==> src/rtl/cpu_pkg.sv <==
// Purpose: shared CPU types and helpers for the HI/LO multiply/divide unit.
// Contents: op and state enums, iteration count, two's-complement negate.
package cpu_pkg;

    localparam int unsigned CPU_WIDTH    = 32;
    localparam int unsigned MULDIV_ITERS = CPU_WIDTH;
    localparam int unsigned CPU_DWIDTH   = 2 * CPU_WIDTH;

    typedef enum logic [1:0] {
        MULT  = 2'd0,
        MULTU = 2'd1,
        DIV   = 2'd2,
        DIVU  = 2'd3
    } muldiv_op_t;

    typedef enum logic [1:0] {
        IDLE = 2'd0,
        CALC = 2'd1,
        FIX  = 2'd2
    } muldiv_state_t;

    // Modular two's-complement negate on a double-width value.
    function automatic logic [CPU_DWIDTH-1:0] neg2c(input logic [CPU_DWIDTH-1:0] x);
        return ~x + CPU_DWIDTH'(1);
    endfunction

endpackage

==> src/rtl/muldiv_core.sv <==
// Purpose: iterative magnitude datapath shared by multiply and divide.
// Ports: clk/rst, i_load (capture operands), i_step (one iteration),
//        i_is_div (select restoring divide vs shift-add multiply),
//        i_a/i_b operands, o_hi/o_lo raw accumulator halves.
// Multiply: {o_hi,o_lo} becomes a*b. Divide: o_hi = remainder, o_lo = quotient.
module muldiv_core #(
    parameter int unsigned WIDTH = 32
) (
    input  logic             clk,
    input  logic             rst,
    input  logic             i_load,
    input  logic             i_step,
    input  logic             i_is_div,
    input  logic [WIDTH-1:0] i_a,
    input  logic [WIDTH-1:0] i_b,
    output logic [WIDTH-1:0] o_hi,
    output logic [WIDTH-1:0] o_lo
);

    logic [WIDTH-1:0] r_hi;
    logic [WIDTH-1:0] r_lo;
    logic [WIDTH-1:0] r_opnd;

    logic [WIDTH:0]   w_mul_sum;
    logic [WIDTH:0]   w_mul_t;
    logic [WIDTH:0]   w_div_r2;
    logic [WIDTH:0]   w_div_diff;
    logic [WIDTH-1:0] w_hi_nxt;
    logic [WIDTH-1:0] w_lo_nxt;

    // One iteration: hi is the upper accumulator (mul) or partial remainder (div),
    // lo holds the multiplier bits being consumed (mul) or dividend/quotient (div).
    always_comb begin
        w_hi_nxt   = r_hi;
        w_lo_nxt   = r_lo;
        w_mul_sum  = {1'b0, r_hi} + {1'b0, r_opnd};
        w_mul_t    = r_lo[0] ? w_mul_sum : {1'b0, r_hi};
        w_div_r2   = {r_hi, r_lo[WIDTH-1]};
        w_div_diff = w_div_r2 - {1'b0, r_opnd};
        if (i_is_div) begin
            if (!w_div_diff[WIDTH]) begin
                w_hi_nxt = w_div_diff[WIDTH-1:0];
                w_lo_nxt = {r_lo[WIDTH-2:0], 1'b1};
            end else begin
                w_hi_nxt = w_div_r2[WIDTH-1:0];
                w_lo_nxt = {r_lo[WIDTH-2:0], 1'b0};
            end
        end else begin
            // Carry out of the add shifts into hi's MSB.
            w_hi_nxt = w_mul_t[WIDTH:1];
            w_lo_nxt = {w_mul_t[0], r_lo[WIDTH-1:1]};
        end
    end

    // Datapath registers.
    always_ff @(posedge clk or posedge rst) begin
        if (rst) begin
            r_hi   <= '0;
            r_lo   <= '0;
            r_opnd <= '0;
        end else if (i_load) begin
            r_hi   <= '0;
            r_lo   <= i_a;
            r_opnd <= i_b;
        end else if (i_step) begin
            r_hi   <= w_hi_nxt;
            r_lo   <= w_lo_nxt;
        end
    end

    assign o_hi = r_hi;
    assign o_lo = r_lo;

endmodule

==> src/rtl/hilo_muldiv_seq.sv <==
// Purpose: MIPS HI/LO multiply/divide sequencer; owns HI and LO.
// Ports: clk, rst (async, active-high); i_start/i_op/i_a/i_b issue from EX;
//        i_hi_we/i_lo_we/i_wdata for MTHI/MTLO; i_abort flush;
//        o_stall (combinational freeze), o_busy, o_done (one-cycle pulse), o_hi, o_lo.
module hilo_muldiv_seq
    import cpu_pkg::*;
#(
    parameter int unsigned WIDTH = MULDIV_ITERS
) (
    input  logic             clk,
    input  logic             rst,
    input  logic             i_start,
    input  logic [1:0]       i_op,
    input  logic [WIDTH-1:0] i_a,
    input  logic [WIDTH-1:0] i_b,
    input  logic             i_hi_we,
    input  logic             i_lo_we,
    input  logic [WIDTH-1:0] i_wdata,
    input  logic             i_abort,
    output logic             o_stall,
    output logic             o_busy,
    output logic             o_done,
    output logic [WIDTH-1:0] o_hi,
    output logic [WIDTH-1:0] o_lo
);

    localparam int unsigned CNT_W = (WIDTH > 1) ? $clog2(WIDTH) : 1;
    localparam int unsigned DW    = 2 * WIDTH;

    // Negate a single-width value through the shared double-width helper.
    function automatic logic [WIDTH-1:0] negw(input logic [WIDTH-1:0] x);
        return WIDTH'(neg2c(CPU_DWIDTH'(x)));
    endfunction

    muldiv_state_t    r_state;
    muldiv_state_t    w_next_state;
    muldiv_op_t       r_op;
    logic [CNT_W-1:0] r_cnt;
    logic             r_neg_q;
    logic             r_neg_r;
    logic             r_dbz;
    logic             r_done;
    logic [WIDTH-1:0] r_hi;
    logic [WIDTH-1:0] r_lo;

    logic             w_load;
    logic             w_step;
    logic             w_wb;
    muldiv_op_t       w_op;
    logic             w_is_div;
    logic             w_signed;
    logic             w_dbz;
    logic [WIDTH-1:0] w_a_in;
    logic [WIDTH-1:0] w_b_in;
    logic             w_core_div;
    logic [WIDTH-1:0] w_core_hi;
    logic [WIDTH-1:0] w_core_lo;
    logic [DW-1:0]    w_prod;
    logic [WIDTH-1:0] w_res_hi;
    logic [WIDTH-1:0] w_res_lo;

    // Issue decode; divide-by-zero keeps the raw dividend so it can be returned in HI.
    always_comb begin
        w_op     = muldiv_op_t'(i_op);
        w_is_div = (w_op == DIV) || (w_op == DIVU);
        w_signed = (w_op == MULT) || (w_op == DIV);
        w_dbz    = w_is_div && (i_b == '0);
        w_a_in   = (w_signed && i_a[WIDTH-1] && !w_dbz) ? negw(i_a) : i_a;
        w_b_in   = (w_signed && i_b[WIDTH-1]) ? negw(i_b) : i_b;
    end

    // Next-state and control strobes; abort overrides everything.
    always_comb begin
        w_next_state = r_state;
        w_load       = 1'b0;
        w_step       = 1'b0;
        w_wb         = 1'b0;
        if (i_abort) begin
            w_next_state = IDLE;
        end else begin
            case (r_state)
                IDLE: begin
                    if (i_start) begin
                        w_load       = 1'b1;
                        w_next_state = w_dbz ? FIX : CALC;
                    end
                end
                CALC: begin
                    w_step = 1'b1;
                    if (r_cnt == '0) w_next_state = FIX;
                end
                FIX: begin
                    w_wb         = 1'b1;
                    w_next_state = IDLE;
                end
                default: w_next_state = IDLE;
            endcase
        end
    end

    assign w_core_div = (r_op == DIV) || (r_op == DIVU);

    muldiv_core #(
        .WIDTH (WIDTH)
    ) u_core (
        .clk      (clk),
        .rst      (rst),
        .i_load   (w_load),
        .i_step   (w_step),
        .i_is_div (w_core_div),
        .i_a      (w_a_in),
        .i_b      (w_b_in),
        .o_hi     (w_core_hi),
        .o_lo     (w_core_lo)
    );

    // Sign correction and result routing for the writeback cycle.
    always_comb begin
        w_prod   = {w_core_hi, w_core_lo};
        w_res_hi = w_core_hi;
        w_res_lo = w_core_lo;
        if (r_dbz) begin
            w_res_hi = w_core_lo;
            w_res_lo = '1;
        end else if (w_core_div) begin
            w_res_hi = r_neg_r ? negw(w_core_hi) : w_core_hi;
            w_res_lo = r_neg_q ? negw(w_core_lo) : w_core_lo;
        end else begin
            if (r_neg_q) w_prod = DW'(neg2c(CPU_DWIDTH'(w_prod)));
            w_res_hi = w_prod[DW-1:WIDTH];
            w_res_lo = w_prod[WIDTH-1:0];
        end
    end

    // State, counter, sign flags and architectural HI/LO.
    always_ff @(posedge clk or posedge rst) begin
        if (rst) begin
            r_state <= IDLE;
            r_op    <= MULT;
            r_cnt   <= '0;
            r_neg_q <= 1'b0;
            r_neg_r <= 1'b0;
            r_dbz   <= 1'b0;
            r_done  <= 1'b0;
            r_hi    <= '0;
            r_lo    <= '0;
        end else begin
            r_state <= w_next_state;
            r_done  <= w_wb;
            if (w_load) begin
                r_op    <= w_op;
                r_cnt   <= CNT_W'(WIDTH - 1);
                r_neg_q <= w_signed && (i_a[WIDTH-1] ^ i_b[WIDTH-1]);
                r_neg_r <= w_signed && w_is_div && i_a[WIDTH-1];
                r_dbz   <= w_dbz;
            end else if (w_step && (r_cnt != '0)) begin
                r_cnt   <= r_cnt - CNT_W'(1);
            end
            if (w_wb) begin
                r_hi <= w_res_hi;
                r_lo <= w_res_lo;
            end else if ((r_state == IDLE) && !i_abort) begin
                if (i_hi_we) r_hi <= i_wdata;
                if (i_lo_we) r_lo <= i_wdata;
            end
        end
    end

    assign o_busy  = (r_state != IDLE);
    // Combinational so the issuing cycle is already frozen.
    assign o_stall = !rst && (o_busy || i_start);
    assign o_done  = r_done;
    assign o_hi    = r_hi;
    assign o_lo    = r_lo;

    // EX is frozen while busy, so a new issue must never arrive then.
    a_no_start_when_busy: assert property (
        @(posedge clk) disable iff (rst) !(i_start && (r_state != IDLE))
    );

endmodule

==> config.mk <==
export PLATFORM = sky130hd
export DESIGN_NAME = hilo_muldiv_seq
export DESIGN_NICKNAME = d
export VERILOG_FILES = /design/src/rtl/cpu_pkg.sv /design/src/rtl/muldiv_core.sv /design/src/rtl/hilo_muldiv_seq.sv
export SDC_FILE = /design/constraint.sdc
export NUM_CORES = 1
export LEC_CHECK = 0
export BUFFER_PORTS_ARGS = -buffer_cell sky130_fd_sc_hd__buf_4
export CELL_PAD_IN_SITES_DETAIL_PLACEMENT = 0
export CELL_PAD_IN_SITES_GLOBAL_PLACEMENT = 1
export CORE_MARGIN = 2
export CORE_UTILIZATION = 41
export DETAILED_ROUTE_END_ITERATION = 12
export PLACE_DENSITY = 0.88
export SYNTH_ARGS = -nofsm -noshare
export SYNTH_HDL_FRONTEND = slang
export SYNTH_HIERARCHICAL = 1
export SYNTH_SLANG_ARGS = --single-unit
==> constraint.sdc <==
create_clock -name clk -period 3 [get_ports clk]
set_clock_uncertainty 0.05 [all_clocks]
set_input_delay 0 -clock clk [delete_from_list [all_inputs] [get_ports clk]]
set_output_delay 0 -clock clk [all_outputs]
set_load 0.1 [all_outputs]
# After elaboration in Yosys (flattened, before gate mapping)
# Cells that the tools add are included.
# totals
regBits	173
latch_bits	0
ramBits	0
romBits	0
inputBits	104
word_cells	103
mem_count	0
# op_classes
addsub	8
mul	0
div_mod_pow	0
n_lt_le_gt_ge	0
n_eq_ne	8
shift	0
n_mux	38
bitwise	6
reduce_logical	31
# op_table
cell	n
32-bit 2-to-1 mux	21
32-bit by 1-bit adder with 32-bit output, second input constant	4
32-bit inverter	4
64-bit by 1-bit adder with 64-bit output, second input constant	1
64-bit 2-to-1 mux	1
64-bit inverter	1
32-bit by 32-bit adder with 33-bit output	1
33-bit 2-to-1 mux	1
33-bit by 32-bit subtractor with 33-bit output	1
32-bit zero test	1
2-bit nonzero test	6
2-bit == test, second input constant	5
1-bit logical AND	10
5-bit 2-to-1 mux	2
1-bit 2-to-1 mux	8
2-bit 2-to-1 mux	4
3-bit inequality test, second input constant	2
2-bit AND reduction	3
5-bit zero test	1
5-bit nonzero test	1
5-bit by 1-bit subtractor with 5-bit output, second input constant	1
2-bit zero test	2
1-bit logical OR	4
2-bit one-hot mux with 2 select lines	1
3 further kinds	5

# Logic depth before layout (Yosys ltp)
# Gate-level depths: netlist (run 1).
# depth
ltp_word	7
ltp_mapped	15

# Modules after synthesis
# The synthesis (run 1) kept the hierarchy.
# modules_own_cells
module	n_inst	cells_per_inst	area_per_inst_um2	seq_area_each_um2
muldiv_core	1	1034	8428.1	2402.3
hilo_muldiv_seq	1	843	6583.8	1901.8

# Worst setup path after synthesis (run 1)
# OpenSTA, ideal clock, no wires.
# synth_timing
path_type	reg-to-reg
startpoint	register u_core.r_lo[31] (netlist: u_core/o_lo[31])
endpoint	register u_core.r_hi[23] (netlist: u_core/o_hi[23])
setup_time_ns	0.122
arrival_time_ns	3.113
t_required_ns	2.828
path_slack_ns	-0.285
path_stages_with_launch	15
synth_period_minus_slack_ns	3.285
cell_sequence	dfrtp_1 > inv_1 > ha_1 > fa_1 > nand2b_1 > a21o_1 > a2111o_1 > a21o_1 > nand3_2 > a31oi_4 > xnor2_4 > buf_6 > mux2i_1 > nand2_1 > a32o_1
# synth_via
elab_chain_len	5
# synth_rtl
element	line_no	text
start, declared	muldiv_core.sv:21	logic [WIDTH-1:0] r_lo;
start signal, assigned	muldiv_core.sv:63	r_lo <= i_a;
start signal, assigned	muldiv_core.sv:67	r_lo <= w_lo_nxt;
33-bit by 32-bit subtractor with 33-bit output	muldiv_core.sv:39	w_div_diff = w_div_r2 - {1'b0, r_opnd};
32-bit 2-to-1 mux	muldiv_core.sv:41	if (!w_div_diff[WIDTH]) begin
32-bit 2-to-1 mux	muldiv_core.sv:40	if (i_is_div) begin
32-bit 2-to-1 mux	muldiv_core.sv:65	end else if (i_step) begin
32-bit 2-to-1 mux	muldiv_core.sv:61	end else if (i_load) begin
end signal, assigned	muldiv_core.sv:66	r_hi <= w_hi_nxt;
end, declared	muldiv_core.sv:20	logic [WIDTH-1:0] r_hi;
# Every way passes these cells. The select of a mux whose other input is x is not followed.
# A chain may end at the register's enable or synchronous reset.

# Final worst setup path (run 1)
# layout_timing
startpoint	register u_core.r_lo[31] (netlist: u_core/o_lo[31])
endpoint	register u_core.r_hi[12] (netlist: u_core/o_hi[12])
# Same word-level chain as after synthesis.

==> run_results.csv, run 1 <==
group,metric,value,unit
detailed_routing,drt.antenna.violating_nets,0,
pwr,power_frac_comb,70.5,%
critical_path,path_class,"reg2reg",
timing,rsz0062_at_grt,"true",
synth,netlist_area,15000,um^2
cells_and_area,n_antenna_cell,0,
detailed_routing,dr.pass1.iters,7,
timing,worst_slack,-0.415,ns
pwr,p_total,21.6,mW
floorplan,core,36300,um^2
floorplan,ios,171,
synth,syn_nets,2053,
detailed_routing,vias,16541,
pwr,pwr-share-seq,17.9,%
critical_path,critPathLaunchType,"register",
clock_tree,clockBufferDepth,2,
detailed_routing,met2WireLength,25.8,mm
synth,synthArstFlopShare,100,%
floorplan,dieArea,38200,um^2
pwr,clock_power_share,11.6,%
cells_and_area,final_cells,2802,
pwr,peakVddDrop,0.550,mV
cells_and_area,syn2layout_area_growth,35.4,%
pwr,leakage,9.05,nW
min_path,hold_class,"in2reg",
pwr,internal_power,10.7,mW
cells_and_area,final_common_cell,"buf_4",
detailed_routing,wl,56.0,mm
placement,placed_cells,2644,
timing,whs,0.0351,ns
timing,setup_viol,33,
synth,synth_top_area_cell,"dfrtp_1",
timing,hold_violations,0,
critical_path,cpPeakStageDelay,0.42,ns
placement,dpl.hpwl,42.2,mm
synth,synth.top_cell.area_share,28.7,%
floorplan,row_count,70,
clock_tree,cts_made_buffers,17,
detailed_routing,wl_per_cell,20.0,um
cells_and_area,nNetsFinal,2497,
run_status,status,"finished with violations",
detailed_routing,drt-met1-wl,24.0,mm
critical_path,path_cells,"inv_1 > ha_2 > fa_2 > nand2b_4 > a21o_1 > a2111o_1 > a21o_1 > nand3_2 > a31oi_4 > xnor2_4 > buf_12 > buf_4 > mux2i_1 > a21oi_1 > a31o_2",
synth,synth_enable_flop_cells,0,
global_route,grt_pass1_vias,16026,
detailed_routing,vias_per_cell,5.90,
synth,synthFlopType,"dfrtp_1",
clock_tree,cts-root-buf,"clkbuf_16",
synth,synth_area_leaders,"dfrtp_1 (29%), xnor2_1 (7.5%), o21ai_0 (6.7%)",
pwr,power.switching,10.9,mW
critical_path,critPathMostFrequentCell,"a21o_1",
clock_tree,path_clk_slew,0.07,ns
timing,fin_crit,3.41,ns
synth,synth_cell_types,91,
cells_and_area,final_util,55.9,%
placement,placed_cell_area,18300,um^2
timing,worst_pin_slew,0.762,ns
clock_tree,clock-sinks,172,
pwr,power.density,1060,nW/um^2
global_route,grt_max_degree,79,
cells_and_area,drive_above_1_share,22.7,%
global_route,antenna_found_initial,0,
timing,slew_viol_final,0,
run_status,violations,"negative setup slack",
global_route,grt_usage,28.9,%
timing,fmax,0.293,GHz
pwr,swShare,50.5,%
floorplan,die_w,195,um
timing,fin_crit_sh,114,%
critical_path,required,3.30,ns
critical_path,cp_slowest_cell,"a2111o_1",
detailed_routing,drt-initial-drc-count,1332,
critical_path,endpoint_kind,"register",
global_route,grt_first_pass_wirelength,87.4,mm
critical_path,cp_max_fo,17,
clock_tree,cts_tree,"done",
clock_tree,htreeDepth,4,
synth,yosys_warnings,6,
global_route,grt-ovfl-total,0,
detailed_routing,highest_layer,"met4",
placement,io_buffers,170,
detailed_routing,drc_errors,0,
cells_and_area,final_cell_area,20300,um^2
detailed_routing,route.met3.wl,4.16,mm
clock_tree,insertion_delay,0.46,ns
synth,syn_avg_cell_area,8.00,um^2
critical_path,r2r_slack,-0.41,ns
synth,synth_cells,1877,
cells_and_area,layout_common_cells,"buf_4 (412), nand2_1 (198), o21ai_0 (196), a21oi_1 (171), dfrtp_1 (171)",
synth,ys_seq_area_share,28.7,%
job,max_cap_violations,0,
synth,ys_ff_latch,172,
cells_and_area,fillers,3231,
critical_path,crit_arrival,3.71,ns
floorplan,start_util,41.3,%
placement,gp_congestion,0.966,
timing,timing.slew.headroom,48.6,%
floorplan,die_h,195,um
==> sequential cells by signal, indices dropped and copies added, names as in the netlist <==
register / flops
u_core/o_lo: 32
o_lo: 32
r_dbz: 1
r_neg_q: 1
u_core/o_hi: 32
o_done: 1
r_neg_r: 1
r_state: 2
r_op: 1
o_hi: 32
u_core/r_opnd: 32
r_cnt: 5
==> power by group through the flow <==
stage / sequential (mW) / clock [mW] / combinational, mW
6_report: 3.87 / 2.50 / 15.2
5_1_grt: 3.94 / 2.61 / 16.2
4_1_cts: 3.82 / 2.53 / 14.8
3_5_place_dp: 3.87 / 0 / 14.5
3_3_place_gp: 3.84 / 0 / 14.3
2_1_floorplan: 5.76 / 0 / 7.51
==> cell type report <==
cell class | instances | area, um^2 | share of cell area (%)
clock buffers | 19 | 453 | 2.23
repair buffers | 535 | 4380 | 21.6
flip-flops and latches | 172 | 4310 | 21.2
inverters | 75 | 287 | 1.41
clock inverters | 13 | 191 | 0.942
well taps | 468 | 586 | 2.88
multi-input cells | 1520 | 10100 | 49.8
==> cells by family (layout without fill, tap and decap cells) <==
family / after synthesis / in the layout / synth area share (%)
fa+ha+maj: 72 / 72 / 6.10
buf+inv: 185 / 642 / 5.08
simple gates: 541 / 541 / 17.1
mux: 69 / 69 / 4.69
xor+xnor: 172 / 172 / 10.2
compound gates: 666 / 666 / 28.2
flops: 172 / 172 / 28.7
==> critical path, delay by kind of cell (launching register included) <==
family	cells	cell delay [ns]
multiplexers	1	0.19
AO/OA/AOI/OAI	6	1.25
adder cells (fa/ha/maj)	2	0.56
XOR/XNOR	1	0.22
flip-flops	1	0.37
buffers and inverters	3	0.40
AND/OR/NAND/NOR	2	0.27
==> per-layer routing <==
layer | GRT usage, % | vias up
met3 | 4.46 | 116
met4 | 11.7 | 0
met2 | 47.8 | 756
met5 | 0 | -
met1 | 38.0 | 7913
li1 | - | 7756
==> synthesized netlist by cell type (22+ instances only) <==
master and count:
a21oi_1 173, mux2i_1 58, xnor2_1 128, nand3_1 33, ha_1 70, o22ai_1 32, a22o_1 30, nand2_1 198
clkbuf_1 82, inv_1 74, dfrtp_1 172, nor2b_1 22, a21o_1 35, xor2_1 43, nor3_1 39, o31ai_1 36
nor2_1 120, nor4_1 26, o21ai_0 202
==> stage by stage <==
| stage | setup WS, ns | setup TNS (ns) |
|---|---|---|
| after detailed placement | -0.320 | -8.44 |
| after CTS | -0.355 | -8.90 |
| after global routing | -0.538 | -14.49 |
| after global placement | -0.248 | -5.27 |
| after floorplan | -0.212 | -3.51 |
| final | -0.415 | -10.05 |
==> final timing paths <==
check                                                 start  cells after the start                            to
max in group asynchronous                               rst                      4          o_hi[20]$_DFFE_PP0P_
worst max register to register  u_core/o_lo[31]$_DFFE_PP0P_                     15   u_core/o_hi[12]$_DFFE_PP0P_
min in group asynchronous                               rst                      3  u_core/r_opnd[2]$_DFFE_PP0P_
worst min register to register         o_lo[16]$_DFFE_PP0P_                      2          o_lo[16]$_DFFE_PP0P_
worst min-delay path                                 i_b[1]                      5  u_core/r_opnd[5]$_DFFE_PP0P_
worst max-delay path            u_core/o_lo[31]$_DFFE_PP0P_                     15   u_core/o_hi[12]$_DFFE_PP0P_
==> timing repair <==
action / 4_1_cts / 5_1_grt
resized for setup: 10 / 21
endpoints found under the hold margin: 200 / 0
setup buffers: 4 / 8
cloned: 1 / 0
hold buffers: 113 / 0
setup endpoints to repair: 40 / 55
pin swaps: 4 / 7
Power figures use the tool's default switching activity.
==> run 2: changes to the inputs <==
- CORE_UTILIZATION: 41 -> 45
- GPL_TIMING_DRIVEN: unset -> 0
- PLACE_DENSITY: 0.88 -> 0.91
- clock period: 3 -> 4.1 ns (I/O delays scaled with it)
==> run 2 against run 1 <==
The flow finishes with violations (negative hold slack). Count of clock-buffer cells in the layout fell by 2. Non-clock buffer count fell by 138. Wire length rose by 4.1%. Combinational power fell by 39%. Die area fell by 8.7%. Critical endpoint unchanged. Largest cell class unchanged. Highest routed layer unchanged.
==> run_results.csv, run 2 (synthesis gave the netlist of run 1 again) <==
group,metric,value,unit
cells_and_area,syn2layout_area_growth,24.3,%
critical_path,path_cells,"inv_1 > ha_1 > fa_1 > nand2b_1 > a21o_1 > a2111o_1 > a21o_1 > nand3_2 > a31oi_4 > xnor2_4 > buf_12 > buf_6 > mux2i_1 > a21oi_1 > a31o_2",
detailed_routing,drt.antenna.violating_nets,0,
clock_tree,cts-root-buf,"clkbuf_16",
global_route,grt_pass1_vias,15873,
timing,fin_crit_sh,95.3,%
min_path,hp-start,"i_b[31]",
timing,slew_viol_final,0,
placement,placed_cell_area,16900,um^2
run_status,violations,"negative hold slack",
critical_path,endpoint_kind,"register",
critical_path,crit_arrival,4.22,ns
timing,worst_pin_slew,1.09,ns
clock_tree,clock-sinks,172,
min_path,hold_path_depth,4,
clock_tree,insertion_delay,0.46,ns
global_route,antenna_found_initial,1,
critical_path,r2r_start,"u_core/o_lo[31]$_DFFE_PP0P_",
cells_and_area,nNetsFinal,2359,
timing,fmax,0.256,GHz
timing,setup_viol,0,
pwr,peakVddDrop,0.561,mV
detailed_routing,wl,58.3,mm
cells_and_area,final_common_cell,"o21ai_0",
timing,fin_crit,3.91,ns
clock_tree,path_clk_slew,0.08,ns
critical_path,crit_start,"u_core/o_lo[31]$_DFFE_PP0P_",
detailed_routing,wl_per_cell,22.1,um
detailed_routing,dr.pass1.iters,5,
global_route,grt_first_pass_wirelength,90.8,mm
placement,io_buffers,170,
critical_path,r2r-end,"u_core/o_hi[12]$_DFFE_PP0P_",
placement,dpl.hpwl,45.6,mm
min_path,min_delay_worst_endpoint,"u_core/r_opnd[31]$_DFFE_PP0P_",
run_status,status,"finished with violations",
floorplan,dieArea,34800,um^2
critical_path,critPathMostFrequentCell,"a21o_1",
cells_and_area,drive_above_1_share,12.0,%
pwr,power.density,764,nW/um^2
cells_and_area,layout_common_cells,"o21ai_0 (202), nand2_1 (198), a21oi_1 (173), buf_4 (171), dfrtp_1 (171)",
timing,final.setup.tns,0,ns
clock_tree,cts_made_buffers,17,
clock_tree,cts_tree,"done",
pwr,leakage,7.92,nW
critical_path,cp_max_fo,10,
floorplan,die_h,187,um
placement,gp_congestion,0.957,
job,max_cap_violations,0,
clock_tree,htreeDepth,4,
detailed_routing,drt-initial-drc-count,1434,
floorplan,start_util,45.9,%
floorplan,core,32700,um^2
floorplan,die_w,187,um
global_route,grt_usage,33.2,%
global_route,grt-ovfl-total,0,
cells_and_area,final_cell_area,18700,um^2
timing,timing.slew.headroom,27.0,%
critical_path,reg2reg_depth,15,
floorplan,row_count,66,
detailed_routing,vias_per_cell,6.12,
critical_path,cp_slowest_cell,"dfrtp_2",
critical_path,critPathLaunchType,"register",
timing,whs,-0.00780,ns
detailed_routing,drc_errors,0,
detailed_routing,vias,16149,
critical_path,r2r_slack,0.19,ns
critical_path,path_class,"reg2reg",
timing,hold_violations,1,
critical_path,required,4.41,ns
floorplan,ios,171,
critical_path,cpPeakStageDelay,0.52,ns
clock_tree,clockBufferDepth,2,
timing,rsz0062_at_grt,"false",
min_path,hold_class,"in2reg",
global_route,grt_max_degree,65,
run 2: changes by cell type in the layout (fill, tap and decap cells not counted), moves of 4 or more:
cell      previous run  this run
buf_4              412       171
o21ai_1              8         4
o21ai_0            196       202
or4_1               10        14
buf_1                0        17
or4_4                5         1
clkbuf_1             0        81
run 2: power breakdown:
| part | internal (mW) | switching, mW | leakage, nW |
|---|---|---|---|
| clock | 0.872 | 0.839 | 0.286 |
| sequential | 2.22 | 1.07 | 2.15 |
| combinational | 3.34 | 5.92 | 5.49 |
run 2: cell type report:
| type | count | area, um^2 |
|---|---|---|
| Fill cell | 3063 | 14000 |
| Multi-Input combinational cell | 1520 | 9950 |
| Sequential cell | 172 | 4310 |
| Timing Repair Buffer | 287 | 2480 |
| Tap cell | 442 | 553 |
| Buffer | 110 | 483 |
| Clock buffer | 17 | 425 |
| Inverter | 75 | 287 |
| Clock inverter | 15 | 173 |
| Antenna cell | 1 | 2.50 |
run 2: critical path, delay by kind of cell (launching register included):
| family | cells | cell delay (ns) |
|---|---|---|
| flops | 1 | 0.52 |
| mux | 1 | 0.23 |
| xor+xnor | 1 | 0.20 |
| fa+ha+maj | 2 | 0.64 |
| compound gates | 6 | 1.42 |
| simple gates | 2 | 0.32 |
| buf+inv | 3 | 0.42 |
run 2: metal layers:
metal  wire length (um)  track usage, %  up-vias
li1                   -               -     7483
met3               4430            5.40      161
met1              24000            41.7     7695
met4               2900            15.5        0
met2              26900            55.7      810
met5                  0               0        -
run 2: what timing repair did:
action | 4_1_cts | 5_1_grt
hold buffers | 114 | 0
endpoints found under the hold margin | 294 | 0
setup endpoints to repair | 0 | 44
buffers inserted | 0 | 1
gates resized for setup | 0 | 4
run 2: how the worst max path moves through the flow:
stage	slack, ns	to	cells after the start
final	0.19	u_core/o_hi[12]$_DFFE_PP0P_	15
after global routing	0.07	u_core/o_hi[1]$_DFFE_PP0P_	15
after CTS	0.01	u_core/r_opnd[1]$_DFFE_PP0P_	9
after detailed placement	0.04	u_core/r_opnd[1]$_DFFE_PP0P_	9
after global placement	0.03	u_core/o_hi[1]$_DFFE_PP0P_	14
after floorplan	0.82	u_core/o_hi[23]$_DFFE_PP0P_	14
run 2: metrics by stage:
stage               total power, mW  std cells  hold WS (ns)  utilization, %  setup slack, ns
floorplan                      9.66       1877        0.0228               -            0.815
global route                   15.1       2638        0.0516            57.1           0.0676
CTS                            14.0       2637       0.00593            57.0           0.0112
detailed placement             12.2       2491        0.0236            51.7           0.0363
finish                         14.3       2639      -0.00780            57.1            0.193
global placement               12.1       2489         0.146            51.5           0.0342
==> run 3: changes to the inputs <==
- REMOVE_ABC_BUFFERS: unset -> 1
- SYNTH_HIERARCHICAL: 1 -> unset
==> run 3 against run 2 <==
The flow now finishes without violations. Largest power group unchanged. Sequential cell count unchanged. Via count down 8.4%. First-iteration DRC count decreased by 4.6%. Hold slack better by 0.014 ns. Area after synthesis shrank 3.3%. Critical path depth down 2. Register-to-register slack improved by 0.04 ns. Wire length down 17%. Core utilization is 0.73 points lower. Combinational power shrank 6.0%. Setup slack improved by 0.037 ns.
==> run_results.csv, run 3 <==
group,metric,value,unit
pwr,p_total,13.6,mW
job,max_cap_violations,0,
cells_and_area,final_common_cell,"nand2_1",
timing,fin_crit,3.87,ns
synth,synth.top_cell.area_share,29.7,%
synth,synth_cell_types,86,
synth,synthArstFlopShare,100,%
synth,synth_top_area_cell,"dfrtp_1",
detailed_routing,dr.pass1.iters,7,
timing,fin_crit_sh,94.4,%
cells_and_area,n_antenna_cell,0,
synth,yosys_warnings,0,
detailed_routing,vias_per_cell,6.14,
critical_path,path_class,"reg2reg",
floorplan,core,31600,um^2
global_route,grt_usage,28.8,%
synth,syn_avg_cell_area,8.06,um^2
pwr,peakVddDrop,0.399,mV
clock_tree,htreeDepth,4,
min_path,hold_path_depth,4,
clock_tree,cts-root-buf,"clkbuf_16",
detailed_routing,wl,48.6,mm
timing,hold_violations,0,
synth,ys_seq_area_share,29.7,%
pwr,power.density,763,nW/um^2
synth,synthFlopType,"dfrtp_1",
clock_tree,cts_made_buffers,17,
detailed_routing,drt.antenna.violating_nets,0,
global_route,antenna_found_initial,0,
cells_and_area,nNetsFinal,2170,
global_route,grt_pass1_vias,14295,
placement,gp_congestion,0.962,
detailed_routing,wl_per_cell,20.2,um
synth,synth_enable_flop_cells,0,
floorplan,start_util,45.9,%
clock_tree,insertion_delay,0.45,ns
min_path,min_delay_worst_endpoint,"o_lo[29]$_DFFE_PP0P_",
synth,netlist_area,14500,um^2
global_route,grt_max_degree,103,
floorplan,die_w,184,um
timing,rsz0062_at_grt,"false",
critical_path,r2r_start,"u_core.o_lo[31]$_DFFE_PP0P_",
critical_path,crit_arrival,4.14,ns
synth,ys_ff_latch,172,
critical_path,critPathLaunchType,"register",
floorplan,dieArea,33700,um^2
pwr,pwr-share-seq,24.1,%
synth,synth_area_leaders,"dfrtp_1 (30%), xnor2_1 (6.5%), o21ai_0 (6.3%)",
pwr,clock_power_share,12.0,%
pwr,power_frac_comb,64.0,%
critical_path,r2r_slack,0.23,ns
floorplan,die_h,184,um
timing,slew_viol_final,0,
timing,timing.slew.headroom,9.59,%
cells_and_area,drive_above_1_share,13.7,%
clock_tree,path_clk_slew,0.07,ns
global_route,grt_first_pass_wirelength,77.2,mm
critical_path,cp_max_fo,12,
clock_tree,clockBufferDepth,2,
pwr,swShare,53.6,%
detailed_routing,drc_errors,0,
placement,dpl.hpwl,34.5,mm
synth,synthMostInstantiatedCell,"nand2_1",
min_path,hp-start,"i_lo_we",
timing,setup_viol,0,
pwr,leakage,7.48,nW
timing,worst_pin_slew,1.35,ns
synth,synthTopCellsByCount,"nand2_1 (220), o21ai_0 (184), dfrtp_1 (172)",
timing,fmax,0.258,GHz
placement,placed_cells,2261,
critical_path,endpoint_kind,"register",
critical_path,required,4.37,ns
detailed_routing,drt-initial-drc-count,1368,
detailed_routing,vias,14792,
clock_tree,cts_tree,"done",
run_status,status,"finished clean",
pwr,power.switching,7.30,mW
cells_and_area,layout_common_cells,"nand2_1 (219), o21ai_0 (184), buf_4 (172), dfrtp_1 (170), a21oi_1 (124)",
critical_path,r2r-end,"u_core.o_hi[18]$_DFFE_PP0P_",
pwr,internal_power,6.30,mW
floorplan,row_count,65,
critical_path,reg2reg_depth,13,
cells_and_area,final_cells,2409,
min_path,hold_class,"in2reg",
global_route,grt-ovfl-total,0,
placement,io_buffers,170,
synth,synth_cells,1800,
cells_and_area,syn2layout_area_growth,22.8,%
clock_tree,clock-sinks,172,
floorplan,ios,171,
-- run 3: what timing repair did --
| item | in CTS | in global routing |
|---|---|---|
| hold endpoints to repair | 203 | 0 |
| cloned | 1 | 0 |
| pin swaps | 2 | 1 |
| endpoints found under the setup margin | 33 | 31 |
| buffers inserted | 2 | 1 |
| gates resized for setup | 8 | 6 |
| hold buffers | 112 | 0 |
-- run 3: worst max path at each step --
stage / start / to / slack, ns / depth (start not counted)
after floorplan: rst / o_done$_DFF_PP0_ / -0.63 / 1
after global placement: rst / r_cnt[1]$_DFFE_PP0P_ / -2.99 / 2
after detailed placement: u_core.o_lo[31]$_DFFE_PP0P_ / u_core.o_hi[0]$_DFFE_PP0P_ / -0.58 / 13
after CTS: u_core.o_lo[31]$_DFFE_PP0P_ / u_core.o_hi[5]$_DFFE_PP0P_ / 0.07 / 13
after global routing: u_core.o_lo[31]$_DFFE_PP0P_ / u_core.o_hi[16]$_DFFE_PP0P_ / 0.02 / 13
final: u_core.o_lo[31]$_DFFE_PP0P_ / u_core.o_hi[18]$_DFFE_PP0P_ / 0.23 / 13
-- run 3: final cells by class --
class / instances / area [um^2]
Clock buffer: 17 / 425
Clock inverter: 15 / 140
Fill cell: 2839 / 13800
Inverter: 73 / 284
Multi-Input combinational cell: 1437 / 9560
Sequential cell: 172 / 4310
Tap cell: 402 / 503
Timing Repair Buffer: 293 / 2610
-- run 3: layer usage --
metal	share of wire [%]	wire length (um)	track usage, %
met1	42	20500	37.2
met2	47	23000	49.3
met3	7.4	3600	4.02
met4	3.0	1450	10.2
met5	0	0	0
-- run 3: stage by stage --
| step | setup slack (ns) | util [%] | hold WS (ns) | area [um^2] | setup TNS (ns) |
|---|---|---|---|---|---|
| CTS | 0.0655 | 56.2 | 0.00337 | 17800 | 0 |
| global route | 0.0231 | 56.3 | 0.0170 | 17800 | 0 |
| detailed placement | -0.582 | 50.7 | 0.0587 | 16000 | -14.28 |
| floorplan | -0.629 | - | 0.0228 | 14000 | -108.73 |
| global placement | -2.99 | 49.9 | 0.148 | 15800 | -590.99 |
| finish | 0.230 | 56.3 | 0.00615 | 17800 | 0 |
-- run 3: worst max-delay path, stage by stage, from the launching register on --
cell and delay (ns):
dfrtp_1 0.46, inv_1 0.13, ha_1 0.24, fa_1 0.39, nand2b_1 0.19, a21oi_1 0.32
a2111oi_2 0.12, o31ai_4 0.33, a211oi_4 0.17, a21oi_2 0.34, o21a_2 0.39, nor2_4 0.17
o311ai_0 0.34, o21ai_1 0.11
-- run 3: logic make-up after synthesis --
kind of cell / after synthesis / synth area share, %
simple gates: 487 / 16.4
mux: 59 / 4.12
compound gates: 645 / 27.8
buf+inv: 192 / 5.33
xor+xnor: 173 / 10.4
fa+ha+maj: 72 / 6.31
flops: 172 / 29.7
-- run 3: power by group through the flow --
stage / Sequential [mW] / Clock (mW) / Combinational [mW]
global route: 3.35 / 1.71 / 9.41
global placement: 3.33 / 0 / 7.98
CTS: 3.23 / 1.65 / 8.51
finish: 3.27 / 1.63 / 8.70
detailed placement: 3.26 / 0 / 8.21
floorplan: 4.31 / 0 / 4.98
